==> src/rtl/simple_bus_responder_pkg.sv <==
// Shared types and constants for simple_bus_responder.
package simple_bus_responder_pkg;

    // Width of the wait-state counter; WAIT_CYCLES must fit in it.
    localparam int unsigned CNT_W = 8;

    typedef enum logic [1:0] {
        ST_IDLE,
        ST_WAIT,
        ST_RESP
    } state_t;

endpackage

==> src/rtl/simple_bus_responder_mem.sv <==
// Word storage for simple_bus_responder: one synchronous access port with a registered
// read result, and every word cleared by the asynchronous reset.
module simple_bus_responder_mem #(
    parameter int unsigned DATA_W = 32,
    parameter int unsigned DEPTH  = 16,
    parameter int unsigned IDX_W  = 4
) (
    input  logic              clk,
    input  logic              rst_n,
    input  logic              i_acc,
    input  logic              i_we,
    input  logic              i_re,
    input  logic [IDX_W-1:0]  i_idx,
    input  logic [DATA_W-1:0] i_wdata,
    output logic [DATA_W-1:0] o_rdata
);

    logic [DATA_W-1:0] r_mem [DEPTH];
    logic [DATA_W-1:0] r_rdata;
    logic              w_in_range;

    // Guards non-power-of-two depths where the low index bits can exceed DEPTH-1.
    assign w_in_range = (32'(i_idx) < DEPTH);

    // Storage write and read-result capture; the result is zero for writes and errors.
    always_ff @(posedge clk or negedge rst_n) begin
        if (!rst_n) begin
            for (int i = 0; i < int'(DEPTH); i++) begin
                r_mem[i] <= '0;
            end
            r_rdata <= '0;
        end else if (i_acc) begin
            if (i_we && w_in_range) begin
                r_mem[i_idx] <= i_wdata;
            end
            r_rdata <= (i_re && w_in_range) ? r_mem[i_idx] : '0;
        end
    end

    assign o_rdata = r_rdata;

endmodule

==> src/rtl/simple_bus_responder.sv <==
// Single-outstanding request/response responder with fixed wait states.
// Optional feature: define SIMPLE_BUS_RESPONDER_ERR_EN to flag addresses >= DEPTH as
// errors; otherwise the address wraps modulo DEPTH and rsp_error is always 0.
import simple_bus_responder_pkg::*;

module simple_bus_responder #(
    parameter int unsigned ADDR_W      = 8,
    parameter int unsigned DATA_W      = 32,
    parameter int unsigned DEPTH       = 16,
    parameter int unsigned WAIT_CYCLES = 2
) (
    input  logic              clk,
    input  logic              rst_n,
    input  logic              req_valid,
    output logic              req_ready,
    input  logic              req_write,
    input  logic [ADDR_W-1:0] req_addr,
    input  logic [DATA_W-1:0] req_wdata,
    output logic              rsp_valid,
    input  logic              rsp_ready,
    output logic [DATA_W-1:0] rsp_rdata,
    output logic              rsp_error
);

    localparam int unsigned IDX_W = (DEPTH > 1) ? $clog2(DEPTH) : 1;

    state_t             r_state;
    logic [CNT_W-1:0]   r_cnt;
    logic               r_write;
    logic [ADDR_W-1:0]  r_addr;
    logic [DATA_W-1:0]  r_wdata;
    logic               r_rsp_valid;
    logic               r_rsp_error;

    logic               w_access;
    logic               w_acc_write;
    logic [ADDR_W-1:0]  w_acc_addr;
    logic [DATA_W-1:0]  w_acc_wdata;
    logic               w_err;

    // Held low during reset so nothing is accepted while the block is being cleared.
    assign req_ready = rst_n && (r_state == ST_IDLE);

    // With no wait states the access happens on the accept edge, straight from the inputs.
    assign w_access    = (WAIT_CYCLES == 0) ? (req_valid && req_ready)
                                            : ((r_state == ST_WAIT) && (r_cnt == CNT_W'(1)));
    assign w_acc_write = (WAIT_CYCLES == 0) ? req_write : r_write;
    assign w_acc_addr  = (WAIT_CYCLES == 0) ? req_addr  : r_addr;
    assign w_acc_wdata = (WAIT_CYCLES == 0) ? req_wdata : r_wdata;

`ifdef SIMPLE_BUS_RESPONDER_ERR_EN
    localparam logic [ADDR_W:0] DEPTH_EXT = (ADDR_W + 1)'(DEPTH);
    assign w_err = ({1'b0, w_acc_addr} >= DEPTH_EXT);
`else
    // Address wraps to its low index bits; the error register folds to a constant 0.
    assign w_err = 1'b0;
`endif

    generate
        if (IDX_W < ADDR_W) begin : g_addr_hi
            logic w_unused_addr;
            assign w_unused_addr = ^w_acc_addr[ADDR_W-1:IDX_W];
        end
    endgenerate

    simple_bus_responder_mem #(
        .DATA_W (DATA_W),
        .DEPTH  (DEPTH),
        .IDX_W  (IDX_W)
    ) u_mem (
        .clk     (clk),
        .rst_n   (rst_n),
        .i_acc   (w_access),
        .i_we    (w_acc_write && !w_err),
        .i_re    (!w_acc_write && !w_err),
        .i_idx   (w_acc_addr[IDX_W-1:0]),
        .i_wdata (w_acc_wdata),
        .o_rdata (rsp_rdata)
    );

    // Request/wait/response sequencing with registered response flags.
    always_ff @(posedge clk or negedge rst_n) begin
        if (!rst_n) begin
            r_state     <= ST_IDLE;
            r_cnt       <= '0;
            r_write     <= 1'b0;
            r_addr      <= '0;
            r_wdata     <= '0;
            r_rsp_valid <= 1'b0;
            r_rsp_error <= 1'b0;
        end else begin
            case (r_state)
                ST_IDLE: begin
                    if (req_valid) begin
                        r_write <= req_write;
                        r_addr  <= req_addr;
                        r_wdata <= req_wdata;
                        if (WAIT_CYCLES == 0) begin
                            r_state     <= ST_RESP;
                            r_rsp_valid <= 1'b1;
                            r_rsp_error <= w_err;
                        end else begin
                            r_state <= ST_WAIT;
                            r_cnt   <= CNT_W'(WAIT_CYCLES);
                        end
                    end
                end
                ST_WAIT: begin
                    if (r_cnt == CNT_W'(1)) begin
                        r_state     <= ST_RESP;
                        r_cnt       <= '0;
                        r_rsp_valid <= 1'b1;
                        r_rsp_error <= w_err;
                    end else begin
                        r_cnt <= r_cnt - CNT_W'(1);
                    end
                end
                ST_RESP: begin
                    if (rsp_ready) begin
                        r_state     <= ST_IDLE;
                        r_rsp_valid <= 1'b0;
                        r_rsp_error <= 1'b0;
                    end
                end
                default: r_state <= ST_IDLE;
            endcase
        end
    end

    assign rsp_valid = r_rsp_valid;
    assign rsp_error = r_rsp_error;

endmodule

==> config.mk <==
export PLATFORM = sky130hd
export DESIGN_NAME = simple_bus_responder
export DESIGN_NICKNAME = d
export VERILOG_FILES = /design/src/rtl/simple_bus_responder_pkg.sv /design/src/rtl/simple_bus_responder_mem.sv /design/src/rtl/simple_bus_responder.sv
export SDC_FILE = /design/constraint.sdc
export NUM_CORES = 1
export LEC_CHECK = 0
export ABC_CLOCK_PERIOD_IN_PS = 3400
export BUFFER_PORTS_ARGS = -buffer_cell sky130_fd_sc_hd__buf_2
export CORE_AREA = 2 2 223 225
export DETAILED_ROUTE_END_ITERATION = 6
export DIE_AREA = 0 0 225 227
export MAX_ROUTING_LAYER = met4
export PLACE_DENSITY = 0.71
export SLEW_MARGIN = 20
export SYNTH_ARGS = -nofsm -noshare
export SYNTH_HDL_FRONTEND = slang
export SYNTH_HIERARCHICAL = 1
export SYNTH_SLANG_ARGS = --single-unit
==> constraint.sdc <==
create_clock -name clk -period 3.4 [get_ports clk]
set_clock_uncertainty 0.15 [all_clocks]
set_input_delay 0.34 -clock clk [delete_from_list [all_inputs] [get_ports clk]]
set_output_delay 0.34 -clock clk [all_outputs]
set_load 0.02 [all_outputs]
==> results of run 1 <==
## worst reg2reg max path, stage by stage (launching register included)
cell,delay (ns)
dfrtp_1,0.41
inv_1,0.09
ha_1,0.15
or4b_1,0.50
nor3_4,0.30
nand4b_1,0.41
nand2b_2,0.48
buf_12,0.27
mux2_2,0.32
## placed cells by master (no fill, tap or decap), types with 3 or more instances in the layout
master	n
dfrtp_1	591
mux2_2	485
mux2i_1	256
a22oi_1	96
buf_2	73
nand2_1	72
mux2_1	63
clkbuf_16	61
dlygate4sd3_1	40
inv_1	38
buf_4	35
a21oi_1	34
nand3_1	33
o221ai_1	32
buf_12	22
clkbuf_8	21
clkbuf_1	11
nor2_4	10
clkinv_2	8
o21ai_0	5
nand2b_1	4
nor3b_1	3
nor2_1	3
o2111ai_1	3
o31ai_1	3
nand3b_1	3
or4_1	3
inv_6	3
bufinv_16	3
## area by class of cell
type / count / area (um2)
clock buffers: 93 / 1857
clock inverters: 17 / 191.4
fillers: 3710 / 18340
inverters: 38 / 142.6
multi-input cells: 1141 / 10940
flip-flops and latches: 592 / 14820
well taps: 622 / 778.2
repair buffers: 171 / 1484
## flip-flops by register name, summed over array words and instances (netlist names)
signal / flops
r_wdata: 32
r_addr: 4
r_cnt: 8
u_mem/o_rdata: 32
rsp_valid: 1
r_state: 2
r_write: 1
u_mem/r_mem: 512
## through the flow
step	instances	hold WS [ns]	setup WS, ns
final	2674	0.07386	0.2184
after global routing	2674	0.09811	0.06686
after CTS	2674	0.06542	0.2547
after detailed placement	2524	0.1464	0.2576
after global placement	2524	0.1436	0.3314
after floorplan	1931	-0.1056	0.4975
## logic make-up (layout without fill, tap and decap cells)
kind of cell | Yosys count | in the layout | synth area share (%)
multiplexers | 804 | 804 | 32.95
flip-flops | 592 | 592 | 55.89
buffers and inverters | 198 | 319 | 3.328
AO/OA/AOI/OAI | 178 | 178 | 4.858
AND/OR/NAND/NOR | 155 | 155 | 2.828
adder cells (fa/ha/maj) | 2 | 2 | 0.09440
other | 1 | 1 | 0.01415
XOR/XNOR | 1 | 1 | 0.03305
## worst max path at each step
stage	startpoint	endpoint	slack [ns]	cells past startpoint
after floorplan	r_cnt[1]	u_mem/r_mem[455]	0.50	11
after global routing	r_cnt[1]	u_mem/r_mem[241]	0.07	8
after global placement	r_cnt[1]	u_mem/r_mem[367]	0.33	8
after detailed placement	r_cnt[1]	u_mem/r_mem[416]	0.26	8
final	r_cnt[1]	u_mem/r_mem[416]	0.22	8
after CTS	r_cnt[1]	u_mem/r_mem[241]	0.25	8
## power by group
group          switching [mW]  internal, mW  total, mW
sequential              0.102          7.07       7.17
clock                    2.78          3.97       6.75
combinational           0.360         0.208      0.568
## cells in the mapped netlist
master	number	share of area, %
a21o_1	1	0.028
a21oi_1	34	0.64
a22oi_1	96	2.7
a311o_1	1	0.038
and2_1	1	0.024
buf_1	3	0.042
buf_2	75	1.4
buf_4	4	0.11
buf_6	4	0.17
clkbuf_1	74	1.0
conb_1	1	0.014
dfrtp_1	592	56
ha_1	2	0.094
inv_1	38	0.54
mux2_1	63	2.7
mux2_2	485	21
mux2i_1	256	9.7
nand2_1	73	1.0
nand2b_1	5	0.12
nand3_1	34	0.64
nand3b_1	3	0.085
nand4_1	1	0.024
nand4b_1	2	0.066
nor2_1	13	0.18
nor2b_1	3	0.071
nor3_1	2	0.038
nor3_2	2	0.076
nor3b_1	4	0.11
nor4_1	1	0.024
nor4_2	1	0.047
o2111ai_1	3	0.099
o21ai_0	5	0.094
o21bai_1	1	0.028
o221ai_1	32	1.1
o311ai_0	2	0.066
o31ai_1	3	0.085
or2_1	1	0.024
or3_1	2	0.047
or3b_2	1	0.033
or4_1	5	0.14
or4b_1	1	0.038
xor2_1	1	0.033
## routing by layer
layer  vias up  routed length (um)  track usage, %
li1       7117                   -               -
met1      8413               27350           33.39
met2       284               29730           41.43
met3       108                2157           3.136
met4         0                1457           7.605
met5         -                   0               -
==> impl_results.md, run 1 <==
- Syn_nets: about 2000
- Max VDD drop: around 420 uV
- Sum Neg Setup Slack: 0 ns
- CP max stage cell: or4b_1
- Hold_buf cts: 40
- Setup bufs post-CTS: 0
- Crit-path max cell delay: 0.50 ns
- CP max FO: 26
- Cells on worst reg2reg path: 8
- Post-Syn Area: 0.02650 mm2
- Largest net degree at the start of global routing: 127
- Die area: about 0.051 mm2
- Seq/Total Area, Yosys: 55.89%
- TritonRoute pass-1 iters: 5
- Flop and latch count out of synthesis: 592
- CP Launch Type: flip-flop
- PD cells: ~480 mW/mm2
- Leakage: 14.61 nW
- Final Setup Violations: 0
- All-layer global routing usage: 25.30%
- Mean Syn Cell Area: 13.73 um2
- Core box area: 0.04855 mm2
- Maxcap violations: 0
- I/O pins: 80
- R2r endpoint: u_mem/r_mem[416]
- H-tree level count: 2
- Crit share post-route: 93.58%
- CTS tree: yes
- Nets: around 2100
- Vias in the first global route: 16880
- GR Overflow Total: 0
- First-pass GRT wire length: 96370 um
- CTS Sinks: between 500 and 600
- Rows: 81
- Hold crit path type: primary input to async pin
- DR WL/cell: 22.70 um
- Die H: 227 um
- GPL Wtd Cong: 0.7504
- CTS Root Cell: clkbuf_16
- Status: finished clean
- Count of cell types in the netlist: between 40 and 50
- Max_slew headroom: 42.56%
- Initial antenna violation count: 0
- RSZ-0062 raised after global routing: false
- Worst path bufs/invs: 2
- Final WL: 60700 um
- Critical path class: flip-flop to flip-flop
- RR Startpoint: r_cnt[1]
- CP delay by family, top: simple AND/OR/NAND/NOR gates
- CP arrival: between 3 and 4 ns
- Synth warn: 6
- R2r setup slk: 0.22 ns
- Cell area after layout: 0.03021 mm2
- Worst-Margin Slew: roughly 0.86 ns
- Num CTS Buffers: 61
- CP Capture Type: flip-flop
- Clock-pin slew on the worst setup and hold paths: 0.06 ns
- Via count: 15920
- Initial core utilization: between 50 and 60%
- Cell count after synthesis: slightly below 2000
- DR vias/cell: 5.954
- Worst skew pair latency: roughly 0.64 ns
- DP Wirelength: 33970 um
- Power Total: 14.49 mW
- Max Slew Vio Count: 0
- Number of cells upsized or downsized after cts: 0
- Max Buffers Root-to-Sink: 3
- N_diodes: 0
- Fmax: roughly 310 MHz
- Port bufs: 74
- Die X-Extent: 225 um
- Fraction of layout cells with a size suffix above 1: 36.06%
- Post-layout min period: 3.182 ns
- Post-route DRC: 0
- Synth-to-Final Area Change: 13.98%
- Final hold violation count: 0
- DRT iter0 DRCs: 1082
- Worst-path cell chain: inv_1 -> ha_1 -> or4b_1 -> nor3_4 -> nand4b_1 -> nand2b_2 -> buf_12 -> mux2_2
- Post-route ant nets: 0
- Placed cell areas: 0.02776 mm2
- CP required: 3.76 ns
- Final core occ: 62.23%
Power figures use the tool's default switching activity.
==> inputs of run 2 (changes only) <==
- ABC_CLOCK_PERIOD_IN_PS: 3400 -> 2600
- BUFFER_PORTS_ARGS: -buffer_cell sky130_fd_sc_hd__buf_2 -> unset
- DONT_BUFFER_PORTS: unset -> 1
- PLACE_DENSITY: 0.71 -> 0.73
- clock period: 3.4 -> 2.6 ns (I/O delays scaled with it)
==> impl_results.md, run 2 (synthesis results as in run 1) <==
- Final Setup Violations: 453
- Critical path class: flip-flop to flip-flop
- Max Buffers Root-to-Sink: 3
- CTS tree: yes
- Crit share post-route: 111.9%
- Storage element area: ~0.015 mm2
- Fraction of layout cells with a size suffix above 1: around 40%
- DP Wirelength: ~37000 um
- Fmax: 343.7 MHz
- Die X-Extent: approximately 230 um
- GPL Wtd Cong: 0.8195
- Die area: 0.05108 mm2
- DRT iter0 DRCs: 1524
- TritonRoute pass-1 iters: 5
- Area of the multi-input gates: 0.01229 mm2
- Hold crit path type: primary input to async pin
- Worst-path cell chain: inv_2 -> ha_4 -> or4b_4 -> nor3_4 -> buf_6 -> nand4b_1 -> buf_6 -> nor2_4 -> buf_12 -> mux2_2
- Synth-to-Final Area Change: 24.51%
- Worst skew pair latency: 0.62 ns
- I/O pins: 80
- Clock share of power: 47.7%
- N_diodes: 0
- Num CTS Buffers: 60
- PD cells: 577.6 mW/mm2
- Status: finished, violations left
- Maxcap violations: 0
- Clock-pin slew on the worst setup and hold paths: 0.06 ns
- Most frequent cells in the layout: dfrtp_1 (591), mux2_4 (347), mux2i_1 (256)
- Largest net degree at the start of global routing: 594
- Seq pwr share: 49.3%
- Initial core utilization: 54.60%
- Die H: 227 um
- Rows: 81
- RR Startpoint: r_cnt[1]
- Commonest non-fill, non-tap cell in the layout: dfrtp_1
- Net switching power: 4.107 mW
- Layout fillers: roughly 3200
- H-tree level count: 2
- Most used cell, CP: buf_6
- Core box area: 0.04855 mm2
- CP Capture Type: flip-flop
- Max FFs per register: just over 500
- CTS Root Cell: clkbuf_16
- Max VDD drop: 559.4 uV
- Failing checks: negative hold slack, max-slew violations, negative setup slack
- CTS Sinks: 592
- First-pass GRT wire length: 105000 um
- Worst Setup SP: r_cnt[1]
- CP arrival: 3.25 ns
- Hold_buf cts: 39
- Port bufs: 0
- Via count: 16980
- Post-route ant nets: 0
- DR WL/cell: approximately 27 um
- All-layer global routing usage: approximately 28%
- Leakage: approximately 16 nW
- RSZ-0062 raised after global routing: true
- CP required: 2.94 ns
- Max_slew headroom: -50.30%
- Post-layout min period: 2.909 ns
- Post-route non-filler standard cell count: 2693
- Worst-Margin Slew: 2.254 ns
- GR Overflow Total: 0
- Final core occ: 67.98%
- CP Launch Type: flip-flop
- CP max stage cell: or4b_4
- Min Hold Slack: -0.7478 ns
- DR vias/cell: between 6 and 7
- Comb pwr share: 3.0%
- Initial antenna violation count: 0
- CP max FO: 17
- Final hold violation count: 592
- Crit-path max cell delay: 0.47 ns
- Vias in the first global route: 17490
- Net Sw Frac: 21.55%
- Cells after DPL: 2482
- Internal Power: 14.95 mW
- Final WS setup: -0.3094 ns
- Max Slew Vio Count: 421
- Sum Neg Setup Slack: -74.61 ns
- Largest register by flop count: u_mem/r_mem
- Nets: 2068
- Post-route DRC: 0
- Final WL: about 74000 um
## run 2: stage by stage
| stage | cell area (um2) | power [mW] | setup slack, ns |
|---|---|---|---|
| finish | 33000 | 19.06 | -0.3094 |
| global route | 33000 | 19.61 | -0.3618 |
| CTS | 31760 | 19.14 | -0.1839 |
| detailed placement | 27760 | 10.06 | -0.4317 |
| global placement | 27760 | 10.05 | -0.4054 |
| floorplan | 26620 | 9.853 | -0.2534 |
## run 2: layout make-up
| type | instances | area share (%) |
|---|---|---|
| Multi-Input combinational cell | 1141 | 37.26 |
| Clock inverter | 28 | 1.119 |
| Timing Repair Buffer | 188 | 8.683 |
| Tap cell | 622 | 2.358 |
| Clock buffer | 84 | 5.248 |
| Inverter | 38 | 0.4322 |
| Sequential cell | 592 | 44.90 |
## run 2: power groups by stage
stage / registers, mW / logic, mW / clock network, mW
2_1_floorplan: 9.45 / 0.406 / 0
3_3_place_gp: 9.54 / 0.506 / 0
3_5_place_dp: 9.55 / 0.510 / 0
4_1_cts: 9.38 / 0.563 / 9.19
5_1_grt: 9.40 / 0.605 / 9.60
6_report: 9.40 / 0.577 / 9.08
## run 2: metal layers
| layer | vias to the layer above | track usage [%] | share of wire (%) |
|---|---|---|---|
| li1 | 7169 | - | - |
| met1 | 9068 | 36.81 | 43 |
| met2 | 576 | 44.93 | 48 |
| met3 | 171 | 3.872 | 5.3 |
| met4 | 0 | 7.114 | 3.5 |
| met5 | - | - | 0 |
## run 2: worst max-delay path: cells and delay by family (launching register included)
family	cells	cell delay, ns
flops	1	0.38
mux	1	0.35
fa+ha+maj	1	0.12
buf+inv	4	0.70
simple gates	4	1.08
## run 2: final timing paths
path,to,slack (ns),cells after the start
setup / recovery,u_mem/r_mem[333],-0.31,10
hold / removal,rsp_valid,-0.75,0
setup reg to reg,u_mem/r_mem[333],-0.31,10
hold reg to reg,u_mem/r_mem[246],0.35,1
max in group asynchronous,u_mem/o_rdata[17],1.32,0
min in group clk,r_write,0.12,3
## run 2: repair_timing
action,CTS,global route
buffers inserted,24,15
endpoints found under the setup margin,480,484
pin swaps,6,8
cloned,13,19
endpoints found under the hold margin,639,592
gates resized for setup,240,216
